[config.mk]
export PLATFORM = sky130hd
export DESIGN_NAME = imem_loader
export DESIGN_NICKNAME = d
export VERILOG_FILES = /design/src/rtl/imem_loader.sv
export SDC_FILE = /design/constraint.sdc
export NUM_CORES = 1
export LEC_CHECK = 0
export ABC_AREA = 0
export CORE_UTILIZATION = 50
export DETAILED_ROUTE_END_ITERATION = 10
export HOLD_SLACK_MARGIN = 0.02
export PLACE_DENSITY = 0.8
export SLEW_MARGIN = 30
export SYNTH_ARGS = -nofsm -noshare
export SYNTH_HDL_FRONTEND = slang
export SYNTH_SLANG_ARGS = --single-unit
[constraint.sdc]
create_clock -name clk -period 5.9 [get_ports clk]
set_clock_uncertainty 0.1 [all_clocks]
set_input_delay 1.18 -clock clk [delete_from_list [all_inputs] [get_ports clk]]
set_output_delay 1.18 -clock clk [all_outputs]
set_load 0.1 [all_outputs]
[src/rtl/imem_loader.sv]
// imem_loader: assembles a big-endian byte stream into 32-bit instruction
// words and writes them to instruction memory from BASE_ADDR upward while
// holding the processor. A zero word terminates the load and releases the
// processor. Reaching MAX_WORDS without a terminator flags an error.
module imem_loader #(
  parameter logic [31:0] BASE_ADDR = 32'h00400000,
  parameter int unsigned MAX_WORDS = 4096
) (
  input  logic        clk,
  input  logic        reset,
  input  logic        start,
  input  logic [7:0]  in_data,
  input  logic        in_valid,
  output logic        in_ready,
  output logic        wr_en,
  output logic [31:0] wr_addr,
  output logic [31:0] wr_data,
  output logic        cpu_hold,
  output logic        done,
  output logic        error,
  output logic [12:0] word_count
);

  typedef enum logic [2:0] {
    IDLE,
    LOAD,
    WRITE,
    DONE,
    ERROR
  } state_t;

  state_t      state;
  state_t      state_next;
  logic [1:0]  byte_cnt;
  logic [31:0] asm_reg;
  logic        last_word;

  // The word being written is the one that would bring the count to MAX_WORDS
  assign last_word = ((32'(word_count) + 32'd1) == 32'(MAX_WORDS));

  // State register
  always_ff @(posedge clk) begin
    if (reset) begin
      state <= IDLE;
    end else begin
      state <= state_next;
    end
  end

  // Next-state logic and state-decoded outputs
  always_comb begin
    state_next = state;
    in_ready   = 1'b0;
    wr_en      = 1'b0;
    cpu_hold   = 1'b1;
    done       = 1'b0;
    error      = 1'b0;
    unique case (state)
      IDLE: begin
        if (start) state_next = LOAD;
      end
      LOAD: begin
        in_ready = 1'b1;
        if (in_valid && (byte_cnt == 2'd3)) state_next = WRITE;
      end
      WRITE: begin
        wr_en = 1'b1;
        if (wr_data == 32'h0) begin
          state_next = DONE;
        end else if (last_word) begin
          state_next = ERROR;
        end else begin
          state_next = LOAD;
        end
      end
      DONE: begin
        done     = 1'b1;
        cpu_hold = 1'b0;
        if (start) state_next = LOAD;
      end
      ERROR: begin
        error = 1'b1;
        if (start) state_next = LOAD;
      end
      default: state_next = IDLE;
    endcase
  end

  // Datapath: byte assembly, write word/address registers and word counter
  always_ff @(posedge clk) begin
    if (reset) begin
      byte_cnt   <= '0;
      asm_reg    <= '0;
      wr_addr    <= BASE_ADDR;
      wr_data    <= '0;
      word_count <= '0;
    end else begin
      unique case (state)
        IDLE, DONE, ERROR: begin
          if (start) begin
            byte_cnt   <= '0;
            asm_reg    <= '0;
            wr_addr    <= BASE_ADDR;
            word_count <= '0;
          end
        end
        LOAD: begin
          if (in_valid) begin
            asm_reg  <= {asm_reg[23:0], in_data};
            byte_cnt <= byte_cnt + 2'd1;
            // Latch the full word on the 4th byte so wr_data is stable in WRITE
            // and holds afterwards while the next word assembles in asm_reg.
            if (byte_cnt == 2'd3) wr_data <= {asm_reg[23:0], in_data};
          end
        end
        WRITE: begin
          wr_addr    <= wr_addr + 32'd4;
          word_count <= word_count + 13'd1;
        end
        default: ;
      endcase
    end
  end

endmodule

==> flow_metrics.env, run 1 <==
export IMPL_status="finished, final reports clean"
export IMPL_dp_hpwl_microns=7950
export IMPL_critPathSlowestCell="clkdlybuf4s50_1"
export IMPL_post_synth_top_area_fraction=0.446
export IMPL_synth_top_family_by_area="simple AND/OR/NAND/NOR gates"
export IMPL_leakagePower_nw=1.89
export IMPL_largest_reg_flops=32
export IMPL_routedWlPerCell_microns=15.3
export IMPL_seqPwrFrac=0.560
export IMPL_slew_violations=0
export IMPL_post_route_worst_setup_slack_ns=1.68
export IMPL_timing_hold_ws_ns=0.360
export IMPL_synth_largest_area_cell="dfxtp_1"
export IMPL_timing_rr_start="word_count[0]$_SDFFE_PP0P_"
export IMPL_vias_per_cell=6.01
export IMPL_vias=4708
export IMPL_drc_errors=0
export IMPL_drt_initial_drc_count=255
export IMPL_holdCritStartpoint="asm_reg[20]$_SDFFE_PP0P_"
export IMPL_die_area_sq_um=9720
export IMPL_cts_setup_buffers=0
export IMPL_place_ws_ns=2.12
export IMPL_cts_buffers=9
export IMPL_min_path_type="flop to flop"
export IMPL_postCtsHoldBufs=0
export IMPL_grt_max_degree=63
export IMPL_gp_congestion=0.903
export IMPL_clock_sinks=104
export IMPL_fp_dieH_microns=98.6
export IMPL_io_pins=94
export IMPL_rsz0062_at_grt="no"
export IMPL_crit_path_cell_trace="nand2b_1 > or2_2 > inv_1 > clkdlybuf4s50_1"
export IMPL_coreArea_sq_um=8890
export IMPL_cts_htree_levels=3
export IMPL_diodes=0
export IMPL_fmax_mhz=237
export IMPL_peakVddDrop_v=0.000131
export IMPL_setup_viol=0
export IMPL_initial_core_util=0.524
export IMPL_final_cell_mix="nand2_1 (123), dfxtp_1 (104), clkdlybuf4s50_1 (90), a21oi_1 (86), nand3_1 (44)"
export IMPL_grt_usage=0.251
export IMPL_critPathMaxStageDelay_ns=1.14
export IMPL_synthTopCellsByArea="dfxtp_1 (45%), nand2_1 (9.9%), a21oi_1 (9.2%)"
export IMPL_final_common_cell="nand2_1"
export IMPL_synthMuxAreaShare=0.00429
export IMPL_antenna_found_initial=0
export IMPL_switchingPower_w=0.000338
export IMPL_ys_ff_latch=104
export IMPL_grt_pass1_wl_microns=20000
export IMPL_drt_total_wl_microns=12000
export IMPL_rows=34
export IMPL_grt_ovfl_total=0
export IMPL_cap_viol_max_count=0
export IMPL_switching_share=0.266
export IMPL_root_buffer="clkbuf_8"
export IMPL_final_layout_size_suffix_gt1_frac=0.0518
export IMPL_synth_cells=605
export IMPL_finalHoldViolCount=0
export IMPL_ctsResizeCount=0
export IMPL_yosysUniqueCellTypes=52
export IMPL_synth_compound_area_frac=0.207
export IMPL_relSlewSlack=0.314
export IMPL_period_share=0.715
export IMPL_worst_setup_path_start_kind="flop"
export IMPL_clock_latency_ns=0.37
export IMPL_cts_tree="yes"
export IMPL_crit_required_ns=4.62
export IMPL_synthArstFlopShare=0
export IMPL_portBuffers=91
export IMPL_syn_mean_instance_area_sq_um=7.71
export IMPL_crit_start="state[1]$_SDFFE_PP0P_"
export IMPL_final_nets=687
export IMPL_synth_xor_area_frac=0.00188
export IMPL_synthAdderAreaFrac=0.0107
export IMPL_end_kind="output port"
export IMPL_path_max_fanout=27
export IMPL_ys_flop_type="dfxtp_1"
export IMPL_ant_nets=0
export IMPL_synthSimpleGateAreaFrac=0.287
export IMPL_chipWidth_microns=98.6
export IMPL_ys_seq_area_frac=0.446
export IMPL_path_class="flop to output port"
export IMPL_clockPowerShare=0.364
export IMPL_synthesis_area_sq_um=4660
export IMPL_yosys_warnings=0
export IMPL_area_delta_synth_final_pct=24.3
export IMPL_tns_ns=0
export IMPL_clock_path_buffers=2
export IMPL_worst_pin_slew_ns=1.03
export IMPL_ff2ff_setup_slack_ns=3.30
export IMPL_power_density_nw_per_um2=220
export IMPL_first_pass_iters=5
export IMPL_clk_pin_slew_ns=0.11
export IMPL_cp_arrival_ns=2.94
export IMPL_power_frac_comb=0.075
export IMPL_synth_edf_count=0
export IMPL_grt_pass1_vias=4283
export IMPL_intPower_w=0.000936
export IMPL_fin_crit_ns=4.22
-- worst max-delay path, delay by kind of cell, from the launching register on --
family,cells,cell delay (ns)
buffers and inverters,2,1.29
and+or+nand+nor,2,0.69
DFF,1,0.58
-- layer usage --
| layer | vias to the layer above | share of wire | track usage |
|---|---|---|---|
| met5 | - | 0 | 0 |
| met2 | 146 | 0.46 | 0.399 |
| met4 | 0 | 0.017 | 0.0827 |
| li1 | 2301 | - | - |
| met3 | 19 | 0.061 | 0.0582 |
| met1 | 2242 | 0.47 | 0.337 |
-- synth_stat cells (2+ instances only) --
cell type and n:
a211oi_1 6, a21oi_1 86, a22oi_1 4, a311oi_1 11, a31oi_1 10, a41oi_1 2, and2_1 3, and3_1 6
and4_1 3, buf_2 4, buf_4 2, clkbuf_1 36, dfxtp_1 104, ha_1 4, inv_1 5, mux2i_1 2
nand2_1 123, nand2b_1 4, nand3_1 45, nand3b_1 3, nand4_1 8, nand4_2 2, nand4b_1 4, nor2_1 41
nor2_4 2, nor2b_1 2, nor3_1 4, nor4_1 14, o211ai_1 5, o21a_1 2, o21ai_0 27, o21ai_1 3
o31ai_1 2, o41ai_1 2, or2_2 3, or3_1 3, or4_1 3
-- path summary, 6_finish.rpt --
path              cells past startpoint                       end
setup / recovery                      4                     wr_en
hold / removal                        2  wr_data[28]$_SDFFE_PP0P_
setup reg to reg                      7     state[0]$_SDFFE_PP0P_
hold reg to reg                       2  wr_data[28]$_SDFFE_PP0P_
-- cell type report --
class | count | area (sq um)
clock buffers | 10 | 128
clock inverters | 6 | 77.6
fillers | 757 | 3100
inverters | 5 | 18.8
multi-input cells | 454 | 2400
flip-flops and latches | 104 | 2080
well taps | 108 | 135
repair buffers | 97 | 951
-- power groups by stage --
stage | Sequential [W] | Combinational (W) | Clock, W
final | 0.000714 | 0.0000961 | 0.000464
after global routing | 0.000715 | 0.000105 | 0.000494
after CTS | 0.000714 | 0.0000948 | 0.000468
after detailed placement | 0.000730 | 0.0000942 | 0
after global placement | 0.000730 | 0.0000936 | 0
after floorplan | 0.000729 | 0.0000696 | 0
-- cell families (layout without fill, tap and decap cells) --
group,after synthesis,in the layout
other,1,2
XOR/XNOR,1,1
flip-flops,104,104
multiplexers,2,2
AND/OR/NAND/NOR,279,279
buffers and inverters,48,118
adder cells (fa/ha/maj),4,4
AO/OA/AOI/OAI,166,166
-- stage by stage --
| stage | util | instances | instance area, sq um | power, W |
|---|---|---|---|---|
| after floorplan | - | 606 | 4670 | 0.000798 |
| after global placement | 0.628 | 768 | 5580 | 0.000824 |
| after detailed placement | 0.629 | 768 | 5590 | 0.000824 |
| after CTS | 0.652 | 784 | 5790 | 0.00128 |
| after global routing | 0.652 | 784 | 5790 | 0.00131 |
| final | 0.652 | 784 | 5790 | 0.00127 |
Note: power is estimated with default switching activity, not from simulation.
==> inputs of run 2 (changes only) <==
- clock period: 5.9 -> 4.2 ns (I/O delays scaled with it)
==> flow_metrics.env, run 2 (same netlist as run 1, synthesis figures left out) <==
export IMPL_grt_pass1_wl_microns=20200
export IMPL_grt_max_degree=90
export IMPL_vias=4658
export IMPL_ant_nets=0
export IMPL_cts_tree="yes"
export IMPL_worst_pin_slew_ns=1.01
export IMPL_drt_total_wl_microns=12100
export IMPL_tns_ns=0
export IMPL_rsz0062_at_grt="no"
export IMPL_min_path_type="flop to flop"
export IMPL_ff2ff_setup_slack_ns=1.51
export IMPL_crit_required_ns=3.26
export IMPL_fin_crit_ns=3.24
export IMPL_first_pass_iters=4
export IMPL_grt_ovfl_total=0
export IMPL_holdCritStartpoint="asm_reg[22]$_SDFFE_PP0P_"
export IMPL_drt_initial_drc_count=344
export IMPL_cp_arrival_ns=2.30
export IMPL_drt_met1_wl_microns=5570
export IMPL_fmax_mhz=308
export IMPL_fp_dieH_microns=98.6
export IMPL_io_pins=94
export IMPL_final_cell_mix="nand2_1 (123), dfxtp_1 (104), clkdlybuf4s50_1 (88), a21oi_1 (86), nand3_1 (44)"
export IMPL_final_nets=687
export IMPL_root_buffer="clkbuf_8"
export IMPL_grt_usage=0.257
export IMPL_final_layout_size_suffix_gt1_frac=0.0548
export IMPL_vias_per_cell=5.95
export IMPL_end_kind="output port"
export IMPL_wl_met3_microns=819
export IMPL_setup_viol=0
export IMPL_dp_hpwl_microns=8020
export IMPL_routedWlPerCell_microns=15.4
export IMPL_relSlewSlack=0.326
export IMPL_clk_pin_slew_ns=0.10
export IMPL_leakagePower_nw=1.90
export IMPL_rows=34
export IMPL_path_max_fanout=9
export IMPL_slew_violations=0
export IMPL_ctsResizeCount=0
export IMPL_worst_setup_path_start_kind="flop"
export IMPL_timing_hold_ws_ns=0.359
export IMPL_worstRegToRegCells=7
export IMPL_timing_rr_start="word_count[0]$_SDFFE_PP0P_"
export IMPL_gp_congestion=0.872
export IMPL_worstReg2RegEnd="state[0]$_SDFFE_PP0P_"
export IMPL_cap_viol_max_count=0
export IMPL_route_met2_wl_microns=5460
export IMPL_portBuffers=91
export IMPL_status="finished, final reports clean"
export IMPL_initial_core_util=0.524
export IMPL_final_common_cell="nand2_1"
export IMPL_path_class="flop to output port"
export IMPL_chipWidth_microns=98.6
export IMPL_cts_htree_levels=3
export IMPL_finalHoldViolCount=0
export IMPL_coreArea_sq_um=8890
export IMPL_critPathSlowestCell="clkdlybuf4s50_1"
export IMPL_hold_depth=2
export IMPL_hold_path_end="wr_data[30]$_SDFFE_PP0P_"
export IMPL_die_area_sq_um=9720
export IMPL_clock_sinks=104
export IMPL_postCtsHoldBufs=0
export IMPL_antenna_found_initial=0
export IMPL_largest_reg_flops=32
export IMPL_power_density_nw_per_um2=308
export IMPL_grt_pass1_vias=4213
export IMPL_top_layer_used="met4"
export IMPL_clock_path_buffers=2
export IMPL_period_share=0.772
export IMPL_drc_errors=0
export IMPL_crit_path_cell_trace="nor2b_1 > nand2_1 > inv_1 > clkdlybuf4s50_1"
export IMPL_clock_latency_ns=0.37
export IMPL_critPathMaxStageDelay_ns=1.12
export IMPL_area_delta_synth_final_pct=24.0
export IMPL_cts_setup_buffers=0
export IMPL_peakVddDrop_v=0.000184
export IMPL_diodes=0
export IMPL_cts_buffers=9
[run 2: cell count changes in the layout (fill, tap and decap cells not counted), sizes merged]
cell	previous run	this run
inv	7	8
clkdlybuf4s50	90	88
buf	7	9
clkinvlp	1	0
clkbuf	10	9
[run 2: area by class of cell]
type	instances	area (sq um)
fill	767	3110
clock inverter	6	76.3
sequential	104	2080
multi-input combinational	454	2400
inverter	5	18.8
tap	108	135
timing repair buffer	97	946
clock buffer	9	124
[run 2: layer usage]
layer | global-route usage | vias to the layer above
met5 | 0 | -
met4 | 0.107 | 0
met3 | 0.0617 | 22
met2 | 0.371 | 149
met1 | 0.367 | 2195
li1 | - | 2292
[run 2: worst max-delay path, delay by kind of cell (launching register included)]
kind | cells | cell delay (ns)
buffers and inverters | 2 | 1.19
flip-flops | 1 | 0.47
AND/OR/NAND/NOR | 2 | 0.27
[run 2: worst max path at each step]
stage	start	endpoint	slack, ns	cells past startpoint
5_1_grt	state[0]$_SDFFE_PP0P_	done	0.84	4
2_1_floorplan	word_count[0]$_SDFFE_PP0P_	state[0]$_SDFFE_PP0P_	1.07	8
3_3_place_gp	start	wr_addr[26]$_SDFFE_PP0P_	1.29	6
4_1_cts	state[0]$_SDFFE_PP0P_	done	0.96	4
6_report	state[0]$_SDFFE_PP0P_	done	0.96	4
3_5_place_dp	start	wr_addr[26]$_SDFFE_PP0P_	1.24	6
[run 2: stage by stage]
stage                util  setup WS, ns  power (W)  instances  cell area [sq um]
finish              0.651         0.956    0.00178        783               5780
global route        0.651         0.841    0.00185        783               5780
CTS                 0.651         0.958    0.00179        783               5780
detailed placement  0.628          1.24    0.00116        768               5580
global placement    0.627          1.29    0.00116        768               5580
floorplan               -          1.07    0.00112        606               4670
[run 2: power by group]
part / internal, W / switching [W] / leakage, nW / total [W]
clock: 0.000283 / 0.000361 / 0.102 / 0.000644
combinational: 0.0000328 / 0.000103 / 0.958 / 0.000136
sequential: 0.000994 / 0.00000888 / 0.838 / 0.00100
==> inputs of run 3 (changes only) <==
- clock period: 4.2 -> 3.3 ns (I/O delays scaled with it)
==> flow_metrics.env, run 3 (same netlist as run 1, synthesis figures left out) <==
export IMPL_rows=34
export IMPL_grt_usage=0.248
export IMPL_cap_viol_max_count=0
export IMPL_grt_pass1_vias=4167
export IMPL_fin_util=0.636
export IMPL_clk_pin_slew_ns=0.10
export IMPL_power_density_nw_per_um2=408
export IMPL_initial_core_util=0.524
export IMPL_leakagePower_nw=2.09
export IMPL_ctsResizeCount=0
export IMPL_drt_initial_drc_count=296
export IMPL_cts_setup_buffers=0
export IMPL_final_common_cell="nand2_1"
export IMPL_cts_tree="yes"
export IMPL_peakVddDrop_v=0.000239
export IMPL_rsz0062_at_grt="no"
export IMPL_chipWidth_microns=98.6
export IMPL_finalHoldViolCount=0
export IMPL_root_buffer="clkbuf_8"
export IMPL_end_kind="output port"
export IMPL_path_max_fanout=27
export IMPL_crit_start="state[1]$_SDFFE_PP0P_"
export IMPL_final_nets=691
export IMPL_grt_pass1_wl_microns=19800
export IMPL_clock_sinks=104
export IMPL_die_area_sq_um=9720
export IMPL_final_layout_size_suffix_gt1_frac=0.175
export IMPL_cts_buffers=9
export IMPL_first_pass_iters=5
export IMPL_largest_reg_flops=32
export IMPL_slew_violations=0
export IMPL_drt_total_wl_microns=12100
export IMPL_cts_htree_levels=3
export IMPL_drc_errors=0
export IMPL_grt_ovfl_total=0
export IMPL_tns_ns=0
export IMPL_holdCritStartpoint="asm_reg[20]$_SDFFE_PP0P_"
export IMPL_io_pins=94
export IMPL_clock_path_buffers=2
export IMPL_portBuffers=91
export IMPL_gp_congestion=0.920
export IMPL_dp_hpwl_microns=8270
export IMPL_ant_nets=0
export IMPL_routedWlPerCell_microns=15.4
export IMPL_fp_dieH_microns=98.6
export IMPL_worst_pin_slew_ns=0.712
export IMPL_postCtsHoldBufs=0
export IMPL_fin_crit_ns=2.81
export IMPL_vias=4656
export IMPL_vias_per_cell=5.91
export IMPL_clock_latency_ns=0.37
export IMPL_path_class="flop to output port"
export IMPL_diodes=0
export IMPL_fmax_mhz=356
export IMPL_crit_required_ns=2.54
export IMPL_antenna_found_initial=0
export IMPL_setup_viol=0
export IMPL_status="finished, final reports clean"
export IMPL_grt_max_degree=64
export IMPL_worst_setup_path_start_kind="flop"
export IMPL_coreArea_sq_um=8890
export IMPL_final_cell_mix="nand2_1 (123), dfxtp_1 (104), buf_4 (88), a21oi_1 (86), nand3_1 (45)"
export IMPL_cp_arrival_ns=2.05
export IMPL_min_path_type="flop to flop"
export IMPL_period_share=0.851
export IMPL_area_delta_synth_final_pct=21.2
export IMPL_relSlewSlack=0.525
export IMPL_timing_rr_start="word_count[0]$_SDFFE_PP0P_"
run 3: worst paths after layout:
check | cells after the start | slack (ns) | to
max | 4 | 0.49 | wr_en
min | 2 | 0.36 | asm_reg[20]$_SDFFE_PP0P_
max reg2reg | 7 | 0.74 | state[0]$_SDFFE_PP0P_
min reg2reg | 2 | 0.36 | asm_reg[20]$_SDFFE_PP0P_
run 3: power breakdown:
group	switching, W	internal [W]	total [W]
clock network	0.000462	0.000384	0.000846
logic	0.000133	0.0000494	0.000182
registers	0.0000113	0.00127	0.00128
total	0.000606	0.00170	0.00230
run 3: area by class of cell:
cell class	count	area, sq um
fill	774	3240
multi-input combinational	454	2400
sequential	104	2080
timing repair buffer	101	806
clock buffer	10	138
tap	108	135
clock inverter	6	76.3
inverter	5	18.8
run 3: per-layer routing:
| layer | vias to the layer above | track usage | part of all wire |
|---|---|---|---|
| met5 | - | 0 | 0 |
| met3 | 12 | 0.0411 | 0.066 |
| met2 | 178 | 0.393 | 0.46 |
| met4 | 0 | 0.0769 | 0.0098 |
| li1 | 2297 | - | - |
| met1 | 2169 | 0.348 | 0.46 |
run 3: worst max-delay path, stage by stage, from the launching register on:
cell and delay, ns:
dfxtp_1 0.58, nand2b_1 0.16, or2_2 0.52, inv_1 0.20, buf_12 0.19
run 3: stage by stage:
| step | cell area [sq um] | hold slack [ns] | total power (W) | worst slack, ns | instances |
|---|---|---|---|---|---|
| 6_report | 5650 | 0.356 | 0.00230 | 0.493 | 788 |
| 5_1_grt | 5650 | 0.378 | 0.00238 | 0.373 | 788 |
| 4_1_cts | 5650 | 0.359 | 0.00231 | 0.509 | 788 |
| 3_5_place_dp | 5440 | 0.344 | 0.00148 | 0.757 | 772 |
| 3_3_place_gp | 5440 | 0.339 | 0.00148 | 0.862 | 772 |
| 2_1_floorplan | 4670 | 0.332 | 0.00143 | 0.167 | 606 |
